**config.mk**
```make
export PLATFORM = sky130hd
export DESIGN_NAME = fetch_unit_flat
export DESIGN_NICKNAME = d
export VERILOG_FILES = /design/src/rtl/fetch_unit_if.sv /design/src/rtl/fetch_unit.sv /design/src/flat_wrapper.sv
export SDC_FILE = /design/constraint.sdc
export NUM_CORES = 1
export LEC_CHECK = 0
export CAP_MARGIN = 10
export CORE_MARGIN = 4
export CORE_UTILIZATION = 51
export CTS_CLUSTER_SIZE = 12
export DETAILED_ROUTE_END_ITERATION = 10
export MAX_ROUTING_LAYER = met4
export PLACE_DENSITY = 0.87
export RECOVER_POWER = 50
export SKIP_CTS_REPAIR_TIMING = 1
export SLEW_MARGIN = 25
export SYNTH_ARGS = -nofsm -noshare
export SYNTH_HDL_FRONTEND = slang
export SYNTH_SLANG_ARGS = --single-unit
```
**constraint.sdc**
```tcl
create_clock -name clk -period 6.2 [get_ports clk]
set_clock_uncertainty 0.2 [all_clocks]
set_input_delay 0.93 -clock clk [delete_from_list [all_inputs] [get_ports clk]]
set_output_delay 0.93 -clock clk [all_outputs]
set_load 0.05 [all_outputs]
```
**src/rtl/fetch_unit_if.sv**
```systemverilog
// Instruction-memory handshake between the fetch unit and its memory.
`timescale 1ns/1ps
interface fetch_unit_if;
   logic [31:0] imem_addr;
   logic        imem_req;
   logic [31:0] imem_rdata;
   logic        imem_ack;

   modport master (
      output imem_addr,
      output imem_req,
      input  imem_rdata,
      input  imem_ack
   );

   modport slave (
      input  imem_addr,
      input  imem_req,
      output imem_rdata,
      output imem_ack
   );
endinterface

```
**src/rtl/fetch_unit.sv**
```systemverilog
// Instruction fetch unit: two-state FETCH/HOLD loop that fetches one word,
// holds it for the controller until retired, then advances the PC.
// Optional macro FETCH_JUMP_EN adds direct-jump (op 6'b000010) redirection.
`timescale 1ns/1ps
module fetch_unit #(
   parameter logic [31:0] RESET_PC = 32'h0000_0000
) (
   input  logic         clk,
   input  logic         reset,
   fetch_unit_if.master imem,
   input  logic         retire,
   input  logic         pc_src,
   output logic [31:0]  instr,
   output logic [5:0]   op,
   output logic [5:0]   func,
   output logic [31:0]  pc_plus4,
   output logic         instr_valid
);

   typedef enum logic [0:0] {StFetch, StHold} state_e;

   state_e      state_q, state_d;
   logic [31:0] pc_q, pc_d;
   logic [31:0] instr_q, instr_d;
   logic [31:0] branch_off;
   logic [31:0] pc_next;

   // Reset value keeps the PC word aligned even if a misaligned parameter is given.
   localparam logic [31:0] ResetPcAligned = {RESET_PC[31:2], 2'b00};

   assign imem.imem_addr = pc_q;
   assign imem.imem_req  = (state_q == StFetch);
   assign instr_valid    = (state_q == StHold);
   assign instr          = instr_q;
   assign op             = instr_q[31:26];
   assign func           = instr_q[5:0];
   assign pc_plus4       = pc_q + 32'd4;

   // Next-PC select: sequential or sign-extended word-offset branch, optional jump.
   always_comb begin
      branch_off = {{14{instr_q[15]}}, instr_q[15:0], 2'b00};
      pc_next    = pc_src ? (pc_plus4 + branch_off) : pc_plus4;
`ifdef FETCH_JUMP_EN
      if (instr_q[31:26] == 6'b000010) begin
         pc_next = {pc_plus4[31:28], instr_q[25:0], 2'b00};
      end
`else
`endif
   end

   // FSM next state plus PC/instruction updates; retire ignored in FETCH, ack in HOLD.
   always_comb begin
      state_d = state_q;
      pc_d    = pc_q;
      instr_d = instr_q;
      unique case (state_q)
         StFetch: begin
            if (imem.imem_ack) begin
               instr_d = imem.imem_rdata;
               state_d = StHold;
            end
         end
         StHold: begin
            if (retire) begin
               pc_d    = pc_next;
               state_d = StFetch;
            end
         end
         default: state_d = StFetch;
      endcase
   end

   // State registers; synchronous reset discards any in-flight fetch.
   always_ff @(posedge clk) begin
      if (reset) begin
         state_q <= StFetch;
         pc_q    <= ResetPcAligned;
         instr_q <= 32'h0000_0000;
      end else begin
         state_q <= state_d;
         pc_q    <= pc_d;
         instr_q <= instr_d;
      end
   end

endmodule

```
**src/flat_wrapper.sv**
```systemverilog
// flat-port wrapper written by rule: the top's interface ports become plain ports
module fetch_unit_flat 
#(
   parameter logic [31:0] RESET_PC = 32'h0000_0000
)
  (clk, reset, retire, pc_src, instr, op, func, pc_plus4, instr_valid, imem_imem_addr, imem_imem_req, imem_imem_rdata, imem_imem_ack);
  fetch_unit_if imem_i ();
  input  logic clk;
  input  logic reset;
  input  logic retire;
  input  logic pc_src;
  output logic [31:0] instr;
  output logic [5:0] op;
  output logic [5:0] func;
  output logic [31:0] pc_plus4;
  output logic instr_valid;
  output wire logic [$bits(imem_i.imem_addr)-1:0] imem_imem_addr;
  output wire logic [$bits(imem_i.imem_req)-1:0] imem_imem_req;
  input wire logic [$bits(imem_i.imem_rdata)-1:0] imem_imem_rdata;
  input wire logic [$bits(imem_i.imem_ack)-1:0] imem_imem_ack;
  assign imem_imem_addr = imem_i.imem_addr;
  assign imem_imem_req = imem_i.imem_req;
  assign imem_i.imem_rdata = imem_imem_rdata;
  assign imem_i.imem_ack = imem_imem_ack;
  fetch_unit #(.RESET_PC(RESET_PC)) u_core (.clk(clk), .reset(reset), .imem(imem_i), .retire(retire), .pc_src(pc_src), .instr(instr), .op(op), .func(func), .pc_plus4(pc_plus4), .instr_valid(instr_valid));
endmodule
```
==> results of run 1 <==
[final cells by class]
type	count	area share
Clock buffer	9	0.01998
Clock inverter	7	0.01171
Inverter	9	0.005450
Multi-Input combinational cell	498	0.5046
Sequential cell	63	0.2035
Tap cell	108	0.02180
Timing Repair Buffer	145	0.2329
[cells in the mapped netlist, drive strengths merged (3+ instances only)]
cell      n
a211oi    6
a21o     18
a21oi    72
a22o      3
a22oi    11
a31oi     3
and3     11
and4      6
buf      18
clkbuf   26
dfxtp    63
ha       36
inv       9
nand2   110
nand2b    7
nand3    16
nand4     8
nor2     28
nor3      6
o21ai    55
o21bai    5
o22ai     4
o31ai     5
or2       3
or3       4
xnor2    29
xor2     22
[cells by family after synthesis]
family,after synthesis,synth area share
simple gates,206,0.2042
compound gates,198,0.2648
flops,63,0.2716
buf+inv,53,0.05684
xor+xnor,51,0.09617
fa+ha+maj,37,0.1013
mux,2,0.004311
other cells,1,0.0008074
[cell usage in the layout (no fill, tap or decap), types with 6 or more instances in the layout]
cell type	netlist	routed
nand2_1	110	109
clkdlybuf4s50_1	0	93
a21oi_1	72	72
dfxtp_1	63	63
dlygate4sd3_1	0	49
o21ai_0	37	37
ha_1	36	36
xnor2_1	29	29
nor2_1	27	27
xor2_1	22	22
a21o_1	18	18
o21ai_1	18	18
nand3_1	16	16
and3_1	11	11
a22oi_1	11	11
inv_1	9	9
clkbuf_8	0	9
nand4_1	7	7
nand2b_1	7	7
and4_1	6	6
nor3_1	6	6
a211oi_1	5	6
[through the flow]
stage	hold WS (ns)	instances	total power, mW	utilization
2_1_floorplan	0.4753	614	0.6406	-
3_3_place_gp	0.2422	823	0.7279	0.6822
3_5_place_dp	0.2488	823	0.7338	0.6827
4_1_cts	0.2582	839	1.095	0.7050
5_1_grt	0.2762	839	1.129	0.7039
6_report	0.2569	839	1.088	0.7039
[metal layers]
metal / vias up / global-route usage / part of all wire
met2: 238 / 0.4353 / 0.46
met3: 24 / 0.06707 / 0.083
li1: 2391 / - / -
met1: 2296 / 0.3787 / 0.44
met5: - / - / 0
met4: 0 / 0.08068 / 0.015
[worst min path at each step]
| stage | cells after the start | start | endpoint |
|---|---|---|---|
| finish | 2 | u_core.instr[24]$_SDFFE_PP0P_ | u_core.instr[24]$_SDFFE_PP0P_ |
| global route | 2 | u_core.instr[25]$_SDFFE_PP0P_ | u_core.instr[25]$_SDFFE_PP0P_ |
| CTS | 2 | u_core.instr[24]$_SDFFE_PP0P_ | u_core.instr[24]$_SDFFE_PP0P_ |
| detailed placement | 2 | u_core.instr[24]$_SDFFE_PP0P_ | u_core.instr[24]$_SDFFE_PP0P_ |
| global placement | 2 | u_core.instr[16]$_SDFFE_PP0P_ | u_core.instr[16]$_SDFFE_PP0P_ |
| floorplan | 2 | u_core.instr[16]$_SDFFE_PP0P_ | u_core.instr[16]$_SDFFE_PP0P_ |
[power by group]
part	internal (mW)	leakage, nW	switching, mW
sequential	0.421	0.513	0.0193
clock	0.186	0.0956	0.182
combinational	0.0950	2.10	0.184
[critical path, cell delays in order, from the launching register on]
cell and delay, ns:
dfxtp_1 0.49, nand4_1 0.23, or3_1 0.43, nor3_1 0.32
and4_1 0.34, and3_1 0.21, and3_1 0.22, xor2_1 0.22
clkdlybuf4s50_1 0.84
[state kept, by name (all words and copies together), names as in the netlist]
register               cells
u_core.instr              32
u_core.imem.imem_addr     30
u_core.instr_valid         1
==> results.json, run 1 <==
{
  "outcome": "complete, but fails checks",
  "violations": "max-capacitance violations, max-slew violations",
  "totalWireLength_um": 14530,
  "period_share": 0.7705,
  "vias": 4949,
  "firstDrtPassIters": 7,
  "clkLatencyLatePin_ns": 0.35,
  "grt_pass1_wl_um": 23560,
  "yosys_warnings": 0,
  "syn_inst": 611,
  "syn_avg_cell_area_um2": 7.601,
  "antenna_found_initial": 0,
  "clock.fmax_mhz": 209.3,
  "via_per_inst": 5.899,
  "drc_errors": 0,
  "numCtsBuffers": 9,
  "die_w_um": 103.4,
  "synth_seq_area_share": 0.2716,
  "reg2reg_setup_slack_ns": 1.73,
  "synth_area_um2": 4644,
  "endpoint": "pc_plus4[30]",
  "drtAntennaViolNets": 0,
  "max-vdd-ir-drop_v": 0.0001555,
  "crit_type": "flip-flop to primary output",
  "cts-root-buf": "clkbuf_8",
  "worstMarginPinSlew_ns": 2.061,
  "endpoint_kind": "primary output",
  "drv_slew": 33,
  "hp-class": "flip-flop to flip-flop",
  "multi_input_area_um2": 3128,
  "clk_pin_slew_ns": 0.08,
  "io_buffers": 142,
  "cts_tree": "built",
  "yosys.area.top_type": "dfxtp_1",
  "synth-edff-count": 0,
  "die-area_um2": 10700,
  "cts_max_level": 3,
  "track_usage": 0.2855,
  "register_area_um2": 1261,
  "place_area_um2": 6012,
  "syn_to_final_growth_pct": 33.46,
  "crit-reg2reg-launch": "u_core.imem.imem_addr[4]$_SDFFE_PP0P_",
  "clock_sinks": 63,
  "start_util": 0.5274,
  "num_rows": 34,
  "power_leakage_nw": 2.712,
  "reg2reg_depth": 14,
  "powerDensity_nw_per_um2": 175.5,
  "synth_ff_type": "dfxtp_1",
  "grt_max_degree": 33,
  "nNetsFinal": 800,
  "worst_slack_ns": 1.423,
  "gp_congestion": 0.9932,
  "pre_cts_ws_ns": 1.840,
  "dp_hpwl_um": 11150,
  "r2r-end": "u_core.imem.imem_addr[26]$_SDFFE_PP0P_",
  "cts.path.max_buffers": 2,
  "ys_ff_latch": 63,
  "postLayoutCellArea_um2": 6198,
  "grt_pass1_vias": 4742,
  "antenna_cells": 0,
  "max-cap-violations": 1,
  "drtIter0Drc": 354,
  "cp.arrival_ns": 3.65,
  "final.fill_count": 726,
  "wl_per_cell_um": 17.32,
  "boundaryPins": 147,
  "grt_overflow": 0,
  "yosysTopAreaCellShare": 0.2716,
  "required_ns": 5.07,
  "setup_tns_ns": 0,
  "synthArstFlopShare": 0,
  "core_um2": 8806,
  "path_max_fanout": 8,
  "period_needed_ns": 4.777,
  "rsz0062_at_grt": "false",
  "setup_violations": 0,
  "start_kind": "flip-flop",
  "synth_cell_type_count": 57,
  "startpoint": "u_core.imem.imem_addr[11]$_SDFFE_PP0P_",
  "synth.area.top_cells": "dfxtp_1 (27%), ha_1 (9.7%), nand2_1 (8.9%)",
  "relSlewSlack": -0.3767,
  "hold_viol": 0,
  "die_y_um": 103.4,
  "layout-drive-gt1-share": 0.03967
}
No activity file was read; power rests on OpenSTA's default activity.
==> run 2, diff against run 1 <==
- CORE_UTILIZATION: 51 -> 48
- PLACE_DENSITY: 0.87 -> 0.82
- clock period: 6.2 -> 4.9 ns (I/O delays scaled with it)
==> run 2 against run 1 <==
Compared with the run above:
- the run still ends with max-capacitance violations, max-slew violations left
- non-clock buffer count unchanged
- wire length down 2.0%
- setup slack worse by 1.1 ns
- first-iteration DRC count down 29%
- clock power up 29%
- count of clock-buffer cells in the layout unchanged
- combinational power up 26%
- flip-flop and latch count unchanged
- die area up 5.8%
- critical endpoint is now pc_plus4[26]
- largest cell class unchanged
- highest routed layer unchanged
==> results.json, run 2 (synthesis gave the netlist of run 1 again) <==
{
  "crit_type": "flip-flop to primary output",
  "syn_to_final_growth_pct": 34.97,
  "endpoint_kind": "primary output",
  "via_per_inst": 5.716,
  "period_needed_ns": 4.582,
  "start_kind": "flip-flop",
  "slowest_delay_ns": 0.86,
  "cts.path.max_buffers": 2,
  "largest_register_ffs": 32,
  "cp.arrival_ns": 3.65,
  "drv_slew": 33,
  "layout-drive-gt1-share": 0.04651,
  "busiest_layer": "met2",
  "drtAntennaViolNets": 0,
  "drc_errors": 0,
  "numCtsBuffers": 9,
  "most-common-layout-cells": "nand2_1 (109), clkdlybuf4s50_1 (89), a21oi_1 (72), dfxtp_1 (63), dlygate4sd3_1 (51)",
  "critPathSlowestCell": "clkdlybuf4s50_1",
  "io_buffers": 142,
  "die-area_um2": 11310,
  "grt_pass1_wl_um": 23270,
  "power.total_mw": 1.381,
  "period_share": 0.9352,
  "fin_util": 0.6720,
  "grt_use_met3": 0.04857,
  "clock.fmax_mhz": 218.2,
  "violations": "max-capacitance violations, max-slew violations",
  "cts_tree": "built",
  "use_met2": 0.4326,
  "die_w_um": 106.4,
  "grt_overflow": 0,
  "pre_cts_ws_ns": 0.5438,
  "final_common_cell": "nand2_1",
  "met1_usage": 0.3230,
  "crit_chain": "nand4_1 > or3_1 > nor3_1 > and4_1 > nand3_1 > xnor2_1 > clkdlybuf4s50_1",
  "max-vdd-ir-drop_v": 0.0001624,
  "hp-class": "flip-flop to flip-flop",
  "vias": 4916,
  "clock_sinks": 63,
  "wl_per_cell_um": 16.55,
  "cts_max_level": 3,
  "required_ns": 3.96,
  "clkLatencyLatePin_ns": 0.35,
  "outcome": "complete, but fails checks",
  "num_rows": 35,
  "grt_pass1_vias": 4738,
  "setup_violations": 0,
  "critical_path.top_delay_family": "simple AND/OR/NAND/NOR gates",
  "start_util": 0.4979,
  "antenna_cells": 0,
  "core_um2": 9328,
  "firstDrtPassIters": 6,
  "die_y_um": 106.4,
  "rsz0062_at_grt": "false",
  "hold_viol": 0,
  "dp_hpwl_um": 10950,
  "cts-root-buf": "clkbuf_8",
  "max-cap-violations": 1,
  "boundaryPins": 147,
  "nNetsFinal": 800,
  "worst_slack_ns": 0.3177,
  "whs_ns": 0.2530,
  "clk_pin_slew_ns": 0.08,
  "track_usage": 0.2589,
  "grt_max_degree": 35,
  "power_leakage_nw": 2.762,
  "worstMarginPinSlew_ns": 2.029,
  "antenna_found_initial": 0,
  "relSlewSlack": -0.3557,
  "path_max_fanout": 8,
  "drtIter0Drc": 252,
  "setup_tns_ns": 0,
  "path_buf_inv": 1,
  "totalWireLength_um": 14240,
  "powerDensity_nw_per_um2": 220.3,
  "gp_congestion": 0.9465
}
## run 2: cell types whose count changed in the layout (fill, tap and decap cells not counted), sizes merged
cell	change
dlygate4sd3	+2
clkinv	-1
buf	-1
inv	+1
dlymetal6s2s	+2
clkbuf	+1
clkdlybuf4s50	-4
## run 2: area by class of cell
type,instances,area [um2]
Clock inverter,7,80.08
Inverter,9,33.78
Clock buffer,9,123.9
Sequential cell,63,1261
Tap cell,129,161.4
Timing Repair Buffer,145,1445
Fill cell,796,3059
Multi-Input combinational cell,498,3163
## run 2: layer usage
metal | up-vias | wire (um) | part of all wire
li1 | 2381 | - | -
met1 | 2328 | 6293 | 0.44
met2 | 190 | 6854 | 0.48
met3 | 17 | 925 | 0.065
met4 | 0 | 162 | 0.011
met5 | - | 0 | 0
## run 2: power by group
part | total (mW) | internal [mW] | switching [mW]
Combinational | 0.352 | 0.120 | 0.231
Sequential | 0.557 | 0.533 | 0.0241
Clock | 0.473 | 0.240 | 0.233
## run 2: worst paths after layout
kind                                               start                                endpoint  slack (ns)  cells past startpoint
hold reg to reg            u_core.instr[18]$_SDFFE_PP0P_           u_core.instr[18]$_SDFFE_PP0P_        0.25                      2
setup / recovery  u_core.imem.imem_addr[11]$_SDFFE_PP0P_                            pc_plus4[26]        0.32                      7
hold / removal             u_core.instr[18]$_SDFFE_PP0P_           u_core.instr[18]$_SDFFE_PP0P_        0.25                      2
setup reg to reg   u_core.imem.imem_addr[2]$_SDFFE_PP0P_  u_core.imem.imem_addr[26]$_SDFFE_PP0P_        0.50                     15
## run 2: per-stage QoR
stage | cell area [um2] | cells
2_1_floorplan | 4686 | 614
3_3_place_gp | 6063 | 844
3_5_place_dp | 6068 | 844
4_1_cts | 6272 | 860
5_1_grt | 6269 | 860
6_report | 6269 | 860
## run 2: tightest hold or removal path, delay by kind of cell (launching register included)
| kind | cells | cell delay (ns) |
|---|---|---|
| flops | 1 | 0.31 |
| simple gates | 1 | 0.05 |
| compound gates | 1 | 0.05 |
